<file path="config.mk">
export PLATFORM = sky130hd
export DESIGN_NAME = wb_arbiter
export DESIGN_NICKNAME = d
export VERILOG_FILES = /design/src/rtl/wb_arbiter.sv
export SDC_FILE = /design/constraint.sdc
export NUM_CORES = 1
export LEC_CHECK = 0
export CORE_ASPECT_RATIO = 1.25
export CORE_MARGIN = 1
export CORE_UTILIZATION = 55
export CTS_CLUSTER_DIAMETER = 100
export DETAILED_ROUTE_END_ITERATION = 16
export DONT_BUFFER_PORTS = 1
export PLACE_DENSITY = 0.75
export SLEW_MARGIN = 30
export SYNTH_ARGS = -nofsm -noshare
export SYNTH_HDL_FRONTEND = slang
export SYNTH_SLANG_ARGS = --single-unit
</file>
<file path="constraint.sdc">
create_clock -name clk -period 1.3 [get_ports clk]
set_input_delay 0.065 -clock clk [delete_from_list [all_inputs] [get_ports clk]]
set_output_delay 0.065 -clock clk [all_outputs]
set_load 0.03 [all_outputs]
</file>
<file path="src/rtl/wb_arbiter.sv">
// Write-back port arbiter: round-robin between the ALU (A) and load (B) producers
// for the register file's single write port, with a one-stage registered output.
module wb_arbiter #(
    parameter int CPU_WIDTH      = 32,
    parameter int REG_ADDR_WIDTH = 5
) (
    input  logic                      clk,
    input  logic                      rstn,
    input  logic                      stall,
    input  logic                      a_valid,
    input  logic [REG_ADDR_WIDTH-1:0] a_addr,
    input  logic [CPU_WIDTH-1:0]      a_data,
    output logic                      a_ready,
    input  logic                      b_valid,
    input  logic [REG_ADDR_WIDTH-1:0] b_addr,
    input  logic [CPU_WIDTH-1:0]      b_data,
    output logic                      b_ready,
    output logic                      write_en,
    output logic [REG_ADDR_WIDTH-1:0] write_addr,
    output logic [CPU_WIDTH-1:0]      write_data,
    output logic                      last_grant
);

    logic                      write_en_q, write_en_d;
    logic [REG_ADDR_WIDTH-1:0] write_addr_q, write_addr_d;
    logic [CPU_WIDTH-1:0]      write_data_q, write_data_d;
    logic                      last_grant_q, last_grant_d;

    logic                      grant_a, grant_b, grant_any;
    logic [REG_ADDR_WIDTH-1:0] sel_addr;
    logic [CPU_WIDTH-1:0]      sel_data;

    // On a tie the port not named by last_grant wins; readies are held low in reset.
    always_comb begin
        grant_a = 1'b0;
        grant_b = 1'b0;
        if (rstn && !stall) begin
            if (a_valid && b_valid) begin
                if (last_grant_q) grant_a = 1'b1;
                else              grant_b = 1'b1;
            end else if (a_valid) begin
                grant_a = 1'b1;
            end else if (b_valid) begin
                grant_b = 1'b1;
            end
        end
    end

    assign grant_any = grant_a | grant_b;
    assign sel_addr  = grant_b ? b_addr : a_addr;
    assign sel_data  = grant_b ? b_data : a_data;

    // x0 writes are accepted but never reach the register file.
    always_comb begin
        write_en_d   = 1'b0;
        write_addr_d = write_addr_q;
        write_data_d = write_data_q;
        last_grant_d = last_grant_q;
        if (grant_any) begin
            write_en_d   = (sel_addr != '0);
            write_addr_d = sel_addr;
            write_data_d = sel_data;
            last_grant_d = grant_b;
        end
    end

    always_ff @(posedge clk or negedge rstn) begin
        if (!rstn) begin
            write_en_q   <= 1'b0;
            write_addr_q <= '0;
            write_data_q <= '0;
            last_grant_q <= 1'b1;
        end else begin
            write_en_q   <= write_en_d;
            write_addr_q <= write_addr_d;
            write_data_q <= write_data_d;
            last_grant_q <= last_grant_d;
        end
    end

    assign a_ready    = grant_a;
    assign b_ready    = grant_b;
    assign write_en   = write_en_q;
    assign write_addr = write_addr_q;
    assign write_data = write_data_q;
    assign last_grant = last_grant_q;

endmodule

</file>
Word-level counts from Yosys, hierarchy flattened. Index checks and enable logic that the tools add are counted.

Register bits: 39. Bits of input ports: 79. Output and inout bits: 41. Word-level logic and storage cells: 21.

Multiplexer cells: 12. Bitwise operators: 1. Reductions and logical operators: 4.

Operator list (number): 32-bit two-way mux (1); 1-bit two-way mux (10); 5-bit two-way mux (1); 5-bit nonzero test (1); 1-bit logical AND (2); 1-bit logical NOT (1); 1-bit OR (1).

Longest topological paths before layout. Gate-level depths: netlist (run 1).

Word-level depth: 7. Mapped depth: 6. Depth with buffers taken out: 4.

Worst setup path before layout (run 1). No wires, ideal clock.

Path type: flip-flop to flip-flop. From: register last_grant_q, in the netlist last_grant. To: register write_data_q[10], in the netlist write_data[10]. Library setup time: 126 ps. Arrival time: 1381 ps. Required time: 1174 ps. Slack: -207 ps. Cell stages (with the launch flop): 6. Buffers on the path: 2. Period minus slack after synthesis: 1507 ps. Path through: dfstp_2 nand2_2 buf_6 buf_6 and4_1 a221o_1.

Word-level cells in the longest chain between the ends: 4. Elaborated cells between the ends (all ways): 8. Classes of those cells: mux: 7; bitwise: 1.

RTL lines: start: declaration (line 27) `logic last_grant_q, last_grant_d;`; start signal: assignment (line 77) `last_grant_q <= last_grant_d;`; 1-bit two-way mux (line 39) `if (last_grant_q) grant_a = 1'b1;`; 1-bit two-way mux (line 38) `if (a_valid && b_valid) begin`; 1-bit two-way mux (line 37) `if (rstn && !stall) begin`; 32-bit two-way mux or 1-bit OR (tied branches) (line 51, 49); end signal: assignment (line 76) `write_data_q <= write_data_d;`; end: declaration (line 26) `logic [CPU_WIDTH-1:0] write_data_q, write_data_d;`.

Parallel ways exist; a longest one is shown, timed or not. A chain may end at the register's enable or synchronous reset.

Worst setup path in the final report (run 1).
From: register last_grant_q, in the netlist last_grant. To: register write_data_q[26], in the netlist write_data[26].

Same word-level chain as after synthesis.

==> metrics.txt, run 1 <==
TritonRoute pass-1 iters 4; Mapped Area between 2000 and 2500 sq um; fin crit share 106.7%; CP Data Required Time between 1 and 1.5 ns; Reg power frac approximately 59%; vias in the first global route 1,710; routed len/inst around 23 microns; Layout fillers around 330; Max-Cap Viols 0; IO Pins 120; final setup vio count 39; clock sink count 39; total global-route track usage 25.85%; WP buf/inv 1; worst hold path type in2reg; P_sw around 1.3 mW; PortBufs 0; crit path launch type register; worst path cell trace nand2_2 > buf_6 > and4_1 > a221o_1; Chip Height 73.01 microns; static leakage about 0.96 nW; GR Util met2 roughly 44%; crit path capture type register; distinct cell type count after synthesis 22; final setup margin -0.08726 ns; layout cell share with drive strength beyond 1 between 15 and 20%; Final min period 1.387 ns; CTS H-Tree Depth 2; RSZ-0062 raised after global routing true; FF-to-FF setup slack -0.09 ns; syn_area_per_cell approximately 11 sq um; DRT antenna net count 0; run status finished with violations; Sw Share between 30% and 40%; clock-pin slew on the worst setup and hold paths around 0.08 ns; largest net degree at the start of global routing 43; GRT Max-Usage Layer met2; Rel. slew slack slightly below 80%; register area share after synthesis between 40% and 50%; post-detailed-routing wire length 5599 microns; Crit-path slowest cell dfstp_2; hold slack roughly 0.027 ns; total CTS buffers 5; most common cell after layout, fill and taps aside dfrtp_1; Synth Net Count around 270; failing checks negative setup slack; critical setup path kind reg2reg; Int Pwr 2.161 mW; ANT cells 0; DR iter-0 viols 75; worst skew pair latency around 0.29 ns; sum of negative setup slack -1.701 ns; post-DP HPWL 3786 microns; Worst path max stage delay between 0.5 and 0.6 ns; CTS tree built; GP Congestion 0.6700; Post-Place Cells 236; utilization after layout between 60% and 70%; YS warnings 0; core footprint roughly 3800 sq um; final net count 270; worst vdd ir 0.9432 mV; final hold vios 0; number of remaining DRC errors 0; crit path DAT approximately 1.6 ns; CTS root buffer clkbuf_8; dpl ws -0.06264 ns; worst-path fanout max 15; fin cells 245; Post-Syn Instances 193; row count 25; GR Util met3 under 10%; Via Count 1,799; total power divided by cell area 1418 nW/um^2; area grow syn2layout 9.081%; combinational fraction of design power between 15 and 20%; initial antenna violation count 0; clk buf depth 2; Slew Limit Fails 0; die width between 50 and 60 microns; Max Clock Skew 0.007618 ns; initial core utilization 58.13%; Die ar. 4293 sq um; Worst Max-Slew Pin Slew between 0.3 and 0.4 ns; most frequent cells in the layout dfrtp_1 (38), nor3b_1 (37), and4_1 (37), a221o_1 (37), buf_4 (10); Via density ~7.3; Max Freq approximately 700 MHz; flops & latches, synth 39; first-pass GRT wire length roughly 8400 microns; grt met1 use between 30% and 40%; delay-heaviest family, CP flip-flops; grt ovf 0; Clock Power Share 23.8%
==> synthesized netlist by cell type <==
master | instances | area (sq um)
a211oi_1 | 1 | 7.510
a21o_1 | 1 | 7.510
a221o_1 | 37 | 370.4
a311oi_1 | 1 | 8.760
and4_1 | 37 | 324.1
buf_2 | 7 | 35.03
buf_4 | 4 | 30.03
buf_6 | 5 | 56.30
clkbuf_1 | 11 | 41.29
dfrtp_1 | 38 | 950.9
dfstp_2 | 1 | 26.28
inv_1 | 1 | 3.750
inv_2 | 1 | 3.750
nand2_2 | 1 | 6.260
nand2b_1 | 1 | 6.260
nand3_1 | 1 | 5.000
nor2_1 | 2 | 7.510
nor2_4 | 1 | 11.26
nor2b_4 | 1 | 13.76
nor3b_1 | 37 | 277.8
o21ai_1 | 2 | 10.01
or4_1 | 2 | 15.01
==> layer usage <==
layer	vias up	part of all wire [%]
met5	-	0
met4	0	1.1
met2	112	51
met3	7	9.0
li1	790	-
met1	890	39
==> cells by family (layout without fill, tap and decap cells) <==
logic type	count (synthesis)	after routing	synth area share (%)
buf+inv	29	27	7.670
simple gates	83	83	30.06
flops	39	39	44.05
compound gates	42	42	18.22
==> final cells by class <==
class / count / area, sq um / share of cell area [%]
timing repair buffer: 18 / 190.2 / 7.859
clock inverter: 1 / 5.005 / 0.2068
inverter: 2 / 7.507 / 0.3102
sequential: 39 / 977.2 / 40.38
multi-input combinational: 125 / 1090 / 45.04
tap: 54 / 67.56 / 2.792
clock buffer: 6 / 82.58 / 3.413
==> flip-flops by register name, indices dropped and copies added, names as in the netlist <==
register / count
last_grant: 1
write_en: 1
write_data: 32
write_addr: 5
==> path summary, 6_finish.rpt <==
check,from,to,cells past startpoint
hold / removal,b_addr[2],write_en,2
min in group asynchronous,rstn,write_data[14],2
setup reg to reg,last_grant,write_data[26],4
hold reg to reg,write_addr[0],write_addr[0],1
max in group asynchronous,rstn,last_grant,2
setup / recovery,last_grant,write_data[26],4
==> stage by stage <==
stage / power, mW / cell area, sq um
final: 3.432 / 2420
after global routing: 3.575 / 2420
after CTS: 3.441 / 2412
after detailed placement: 2.588 / 2272
after global placement: 2.549 / 2272
after floorplan: 2.447 / 2222
==> power groups by stage <==
stage / clock network [mW] / registers [mW] / logic (mW)
after floorplan: 0 / 2.03 / 0.421
after global placement: 0 / 2.03 / 0.519
after detailed placement: 0 / 2.04 / 0.552
after CTS: 0.830 / 2.02 / 0.594
after global routing: 0.896 / 2.04 / 0.637
final: 0.817 / 2.02 / 0.596
==> timing repair <==
action,in CTS,in global routing
pin swaps,0,1
setup endpoints to repair,40,39
cloned,0,0
setup buffers,0,0
hold endpoints to repair,39,0
hold buffers,2,0
gates resized for setup,5,2
No activity file was read; power rests on OpenSTA's default activity.
==> run 2: changes to the inputs <==
- HOLD_SLACK_MARGIN: default -> 0.03
==> run 2 against run 1 <==
Compared with the run above: the flow still finishes with violations (negative setup slack); cell area is 0.41% higher; worst setup slack better by 0.010 ns; sequential cell count stayed put; critical path type unchanged; highest routed layer unchanged; fmax is 0.73% higher.
==> metrics.txt, run 2 (synthesis gave the netlist of run 1 again) <==
post-DP HPWL around 3800 microns; CP Data Required Time approximately 1.5 ns; final setup margin -0.07723 ns; grt ovf 0; core footprint roughly 3800 sq um; Slew Limit Fails 0; Post-Place Cells approximately 240; worst skew pair latency 0.29 ns; clock-pin slew on the worst setup and hold paths 0.08 ns; failing checks negative setup slack; number of remaining DRC errors 0; total CTS buffers 5; ANT cells 0; clock sink count 39; utilization after layout between 60 and 70%; layout cell share with drive strength beyond 1 17.19%; crit path DAT roughly 1.5 ns; Sw Share between 30% and 40%; final hold vios 0; run status finished with violations; Via Count around 1,800; Max-Cap Viols 0; crit path capture type register; most frequent cells in the layout dfrtp_1 (38), nor3b_1 (37), and4_1 (37), a221o_1 (37), buf_4 (10); initial core utilization approximately 58%; FF/Latch Area slightly below 1000 sq um; CTS root buffer clkbuf_8; final net count about 270; PortBufs 0; routed len/inst 22.84 microns; most common cell after layout, fill and taps aside dfrtp_1; clk buf depth 2; IO Pins 120; initial antenna violation count 0; row count 25; Reg power frac roughly 60%; Final min period 1.377 ns; worst-path fanout max 14; CTS H-Tree Depth 2; Worst Max-Slew Pin Slew about 0.34 ns; worst vdd ir ~0.95 mV; area occupied by multi-input gates ~1100 sq um; CTS tree built; first-pass GRT wire length 8411 microns; hold slack 0.05807 ns; Max Clock Skew 0.007531 ns; worst hold path type in2reg; Clock Power Share between 20% and 30%; Rel. slew slack ~77%; total power divided by cell area roughly 1400 nW/um^2; final setup vio count 39; GP Congestion between 0.6 and 0.7; max reg flops 32; Chip Height between 70 and 80 microns; vias in the first global route 1,718; combinational fraction of design power roughly 17%; Die ar. approximately 4300 sq um; TritonRoute pass-1 iters 5; Via density a little over 7; P_sw 1.273 mW; largest net degree at the start of global routing between 40 and 50; DRT antenna net count 0; crit path launch type register; post-detailed-routing wire length between 5000 and 6000 microns; Max Freq 726.1 MHz; total global-route track usage between 20% and 30%; Layout fillers ~320; fin crit share 105.9%; DR iter-0 viols 70; static leakage roughly 0.97 nW; sum of negative setup slack -1.760 ns; area grow syn2layout 9.532%; setup repair bufs after CTS 0; critical setup path kind reg2reg; RSZ-0062 raised after global routing true; die width 58.81 microns; fin cells around 250; Int Pwr around 2.2 mW
## run 2: cell types whose count changed in the layout (fill, tap and decap cells not counted)
cell and change:
dlygate4sd3_1 +1
## run 2: cell type report
class / count / share of cell area, %
inverters: 2 / 0.3090
clock buffers: 6 / 3.399
clock inverters: 1 / 0.2060
well taps: 54 / 2.781
repair buffers: 19 / 8.239
multi-input cells: 125 / 44.85
flip-flops and latches: 39 / 40.22
## run 2: through the flow
step	area, sq um	setup slack [ns]	power, mW
final	2430	-0.07723	3.437
after detailed placement	2272	-0.06264	2.588
after global routing	2430	-0.1210	3.577
after floorplan	2222	-0.1924	2.447
after global placement	2272	-0.01325	2.549
after CTS	2422	-0.07893	3.443
## run 2: critical path, cell delays in order (launching register included)
cell	delay, ns
dfstp_2	0.55
nand2_2	0.10
buf_6	0.16
and4_1	0.19
a221o_1	0.26
## run 2: per-layer routing
metal  global-route usage (%)  wire length [microns]
met5                        0                      0
met4                    8.201                     60
met3                    7.270                    489
met2                    45.08                   2902
met1                    30.85                   2167
## run 2: power by group through the flow
stage	Clock (mW)	Combinational [mW]	Sequential (mW)
2_1_floorplan	0	0.421	2.03
3_3_place_gp	0	0.519	2.03
3_5_place_dp	0	0.552	2.04
4_1_cts	0.830	0.596	2.02
5_1_grt	0.896	0.640	2.04
6_report	0.823	0.597	2.02
## run 2: repair_timing
item | 4_1_cts | 5_1_grt
hold buffers | 3 | 0
pin swaps | 0 | 1
setup endpoints to repair | 40 | 39
hold endpoints to repair | 40 | 0
gates resized for setup | 5 | 2
## run 2: worst paths after layout
check | startpoint | to | slack [ns] | depth (start not counted)
setup / recovery | last_grant | write_data[21] | -0.08 | 4
hold / removal | b_valid | write_data[12] | 0.06 | 2
setup reg to reg | last_grant | write_data[21] | -0.08 | 4
hold reg to reg | write_addr[3] | write_addr[3] | 0.52 | 1
max in group asynchronous | rstn | last_grant | 0.78 | 2
min in group asynchronous | rstn | write_data[14] | 0.26 | 2
==> run 3: changes to the inputs <==
==> constraint.sdc (replaced) <==
create_clock -name clk -period 1.3 [get_ports clk]
set_input_delay 0.195 -clock clk [delete_from_list [all_inputs] [get_ports clk]]
set_output_delay 0.195 -clock clk [all_outputs]
set_load 0.03 [all_outputs]
==> run 3 against run 2 <==
Compared with the run above: the flow still finishes with violations (negative setup slack); clock skew grew 0.0012 ns; sequential cell count did not move; worst hold slack gained 0.082 ns; sequential share of layout area down 0.65 points; largest power group unchanged.
==> metrics.txt, run 3 (synthesis gave the netlist of run 1 again) <==
run status finished with violations; failing checks negative setup slack; post-DP HPWL between 3000 and 4000 microns; grt ovf 0; R2R Path Start last_grant; Layout fillers roughly 300; CTS root buffer clkbuf_8; worst vdd ir 0.9071 mV; area grow syn2layout 11.34%; Post-DP Area 2292 sq um; IO Pins between 100 and 150; max reg flops 32; ANT cells 0; FF/Latch Area 977.2 sq um; area occupied by multi-input gates 1100 sq um; initial core utilization 58.13%; Slew Limit Fails 0; die width roughly 59 microns; fin crit share 114.7%; Max Clock Skew around 0.0088 ns; PortBufs 0; final hold vios 0; CTS H-Tree Depth 2; number of remaining DRC errors 0; total CTS buffers 5; crit path capture type primary output; clock sink count 39; GP Congestion approximately 0.64; first-pass GRT wire length approximately 8400 microns; final net count between 200 and 300; GRT Max-Usage Layer met2; total power divided by cell area roughly 1500 nW/um^2; Via density between 7 and 8; crit path DAT around 1.3 ns; clock-pin slew on the worst setup and hold paths about 0.08 ns; Die ar. ~4300 sq um; final setup margin -0.1906 ns; CP Launch Point last_grant; worst skew pair latency approximately 0.29 ns; DRT antenna net count 0; CP Data Required Time approximately 1.1 ns; largest net degree at the start of global routing 43; GR Util met3 under 10%; DR iter-0 viols about 120; row count 25; core footprint 3816 sq um; grt met1 use approximately 31%; most frequent cells in the layout dfrtp_1 (38), nor3b_1 (37), and4_1 (37), a221o_1 (37), buf_4 (9); Max-Cap Viols 0; GR Util met2 about 45%; Via Count between 1,500 and 2,000; clk buf depth 2; Final min period around 1.5 ns; post-detailed-routing wire length between 5000 and 6000 microns; total global-route track usage 26.06%; sum of negative setup slack -3.662 ns; Worst Max-Slew Pin Slew 0.3354 ns; static leakage between 0.9 and 1 nW; Chip Height 73.01 microns; worst hold path type in2reg; most common cell after layout, fill and taps aside dfrtp_1; fin cells around 250; Final Power ~3.7 mW; CTS tree built; critical setup path kind reg2out; layout cell share with drive strength beyond 1 approximately 18%; vias in the first global route around 1,800; Rel. slew slack roughly 78%; TritonRoute pass-1 iters 4; final setup vio count 39; RSZ-0062 raised after global routing true; initial antenna violation count 0; crit path launch type register; worst-path fanout max 3; Post-Place Cells ~240; Max Freq roughly 670 MHz; routed len/inst roughly 23 microns; min-delay src b_addr[2]; finished layout cell area 2470 sq um
## run 3: cell count changes in the layout (fill, tap and decap cells not counted), sizes merged
cell	delta
buf	-1
bufinv	+1
dlygate4sd3	-1
## run 3: through the flow
| stage | hold slack (ns) | setup WS, ns | util (%) |
|---|---|---|---|
| 6_report | 0.1398 | -0.1906 | 64.72 |
| 5_1_grt | 0.1399 | -0.2366 | 64.72 |
| 4_1_cts | 0.1258 | -0.1856 | 64.36 |
| 3_5_place_dp | -0.09980 | -0.05957 | 60.07 |
| 3_3_place_gp | -0.09974 | -0.006125 | 60.07 |
| 2_1_floorplan | -0.1006 | -0.1924 | - |
## run 3: area by class of cell
type,count,area share (%)
Multi-Input combinational cell,125,44.53
Sequential cell,39,39.56
Clock buffer,6,3.343
Inverter,2,0.3040
Tap cell,54,2.736
Timing Repair Buffer,17,8.105
Clock inverter,2,1.418
## run 3: path summary, 6_finish.rpt
| path | end | slack (ns) | cells after the start |
|---|---|---|---|
| worst max register to register | write_data[20] | -0.12 | 4 |
| worst min-delay path | write_en | 0.14 | 2 |
| worst min register to register | write_addr[0] | 0.52 | 1 |
| worst max-delay path | a_ready | -0.19 | 4 |
| min in group asynchronous | write_data[12] | 0.36 | 2 |
| max in group asynchronous | last_grant | 0.69 | 2 |
## run 3: repair_timing
action	4_1_cts	5_1_grt
hold endpoints to repair	39	0
setup endpoints to repair	39	40
buffers inserted	0	0
pin swaps	0	1
hold buffers	2	0
gates resized for setup	4	2
## run 3: power by group
group | internal (mW) | total (mW) | switching, mW
sequential | 1.43 | 2.02 | 0.587
clock | 0.621 | 1.04 | 0.415
combinational | 0.315 | 0.603 | 0.288
## run 3: routing by layer
metal | up-vias | part of all wire (%)
met2 | 97 | 51
met1 | 881 | 39
li1 | 789 | -
met4 | 0 | 1.2
met3 | 8 | 8.7
met5 | - | 0
## run 3: worst max-delay path: stages (launching register included)
cell,delay [ns]
dfstp_2,0.55
buf_6,0.14
o21ai_2,0.07
nor2_2,0.10
buf_6,0.14
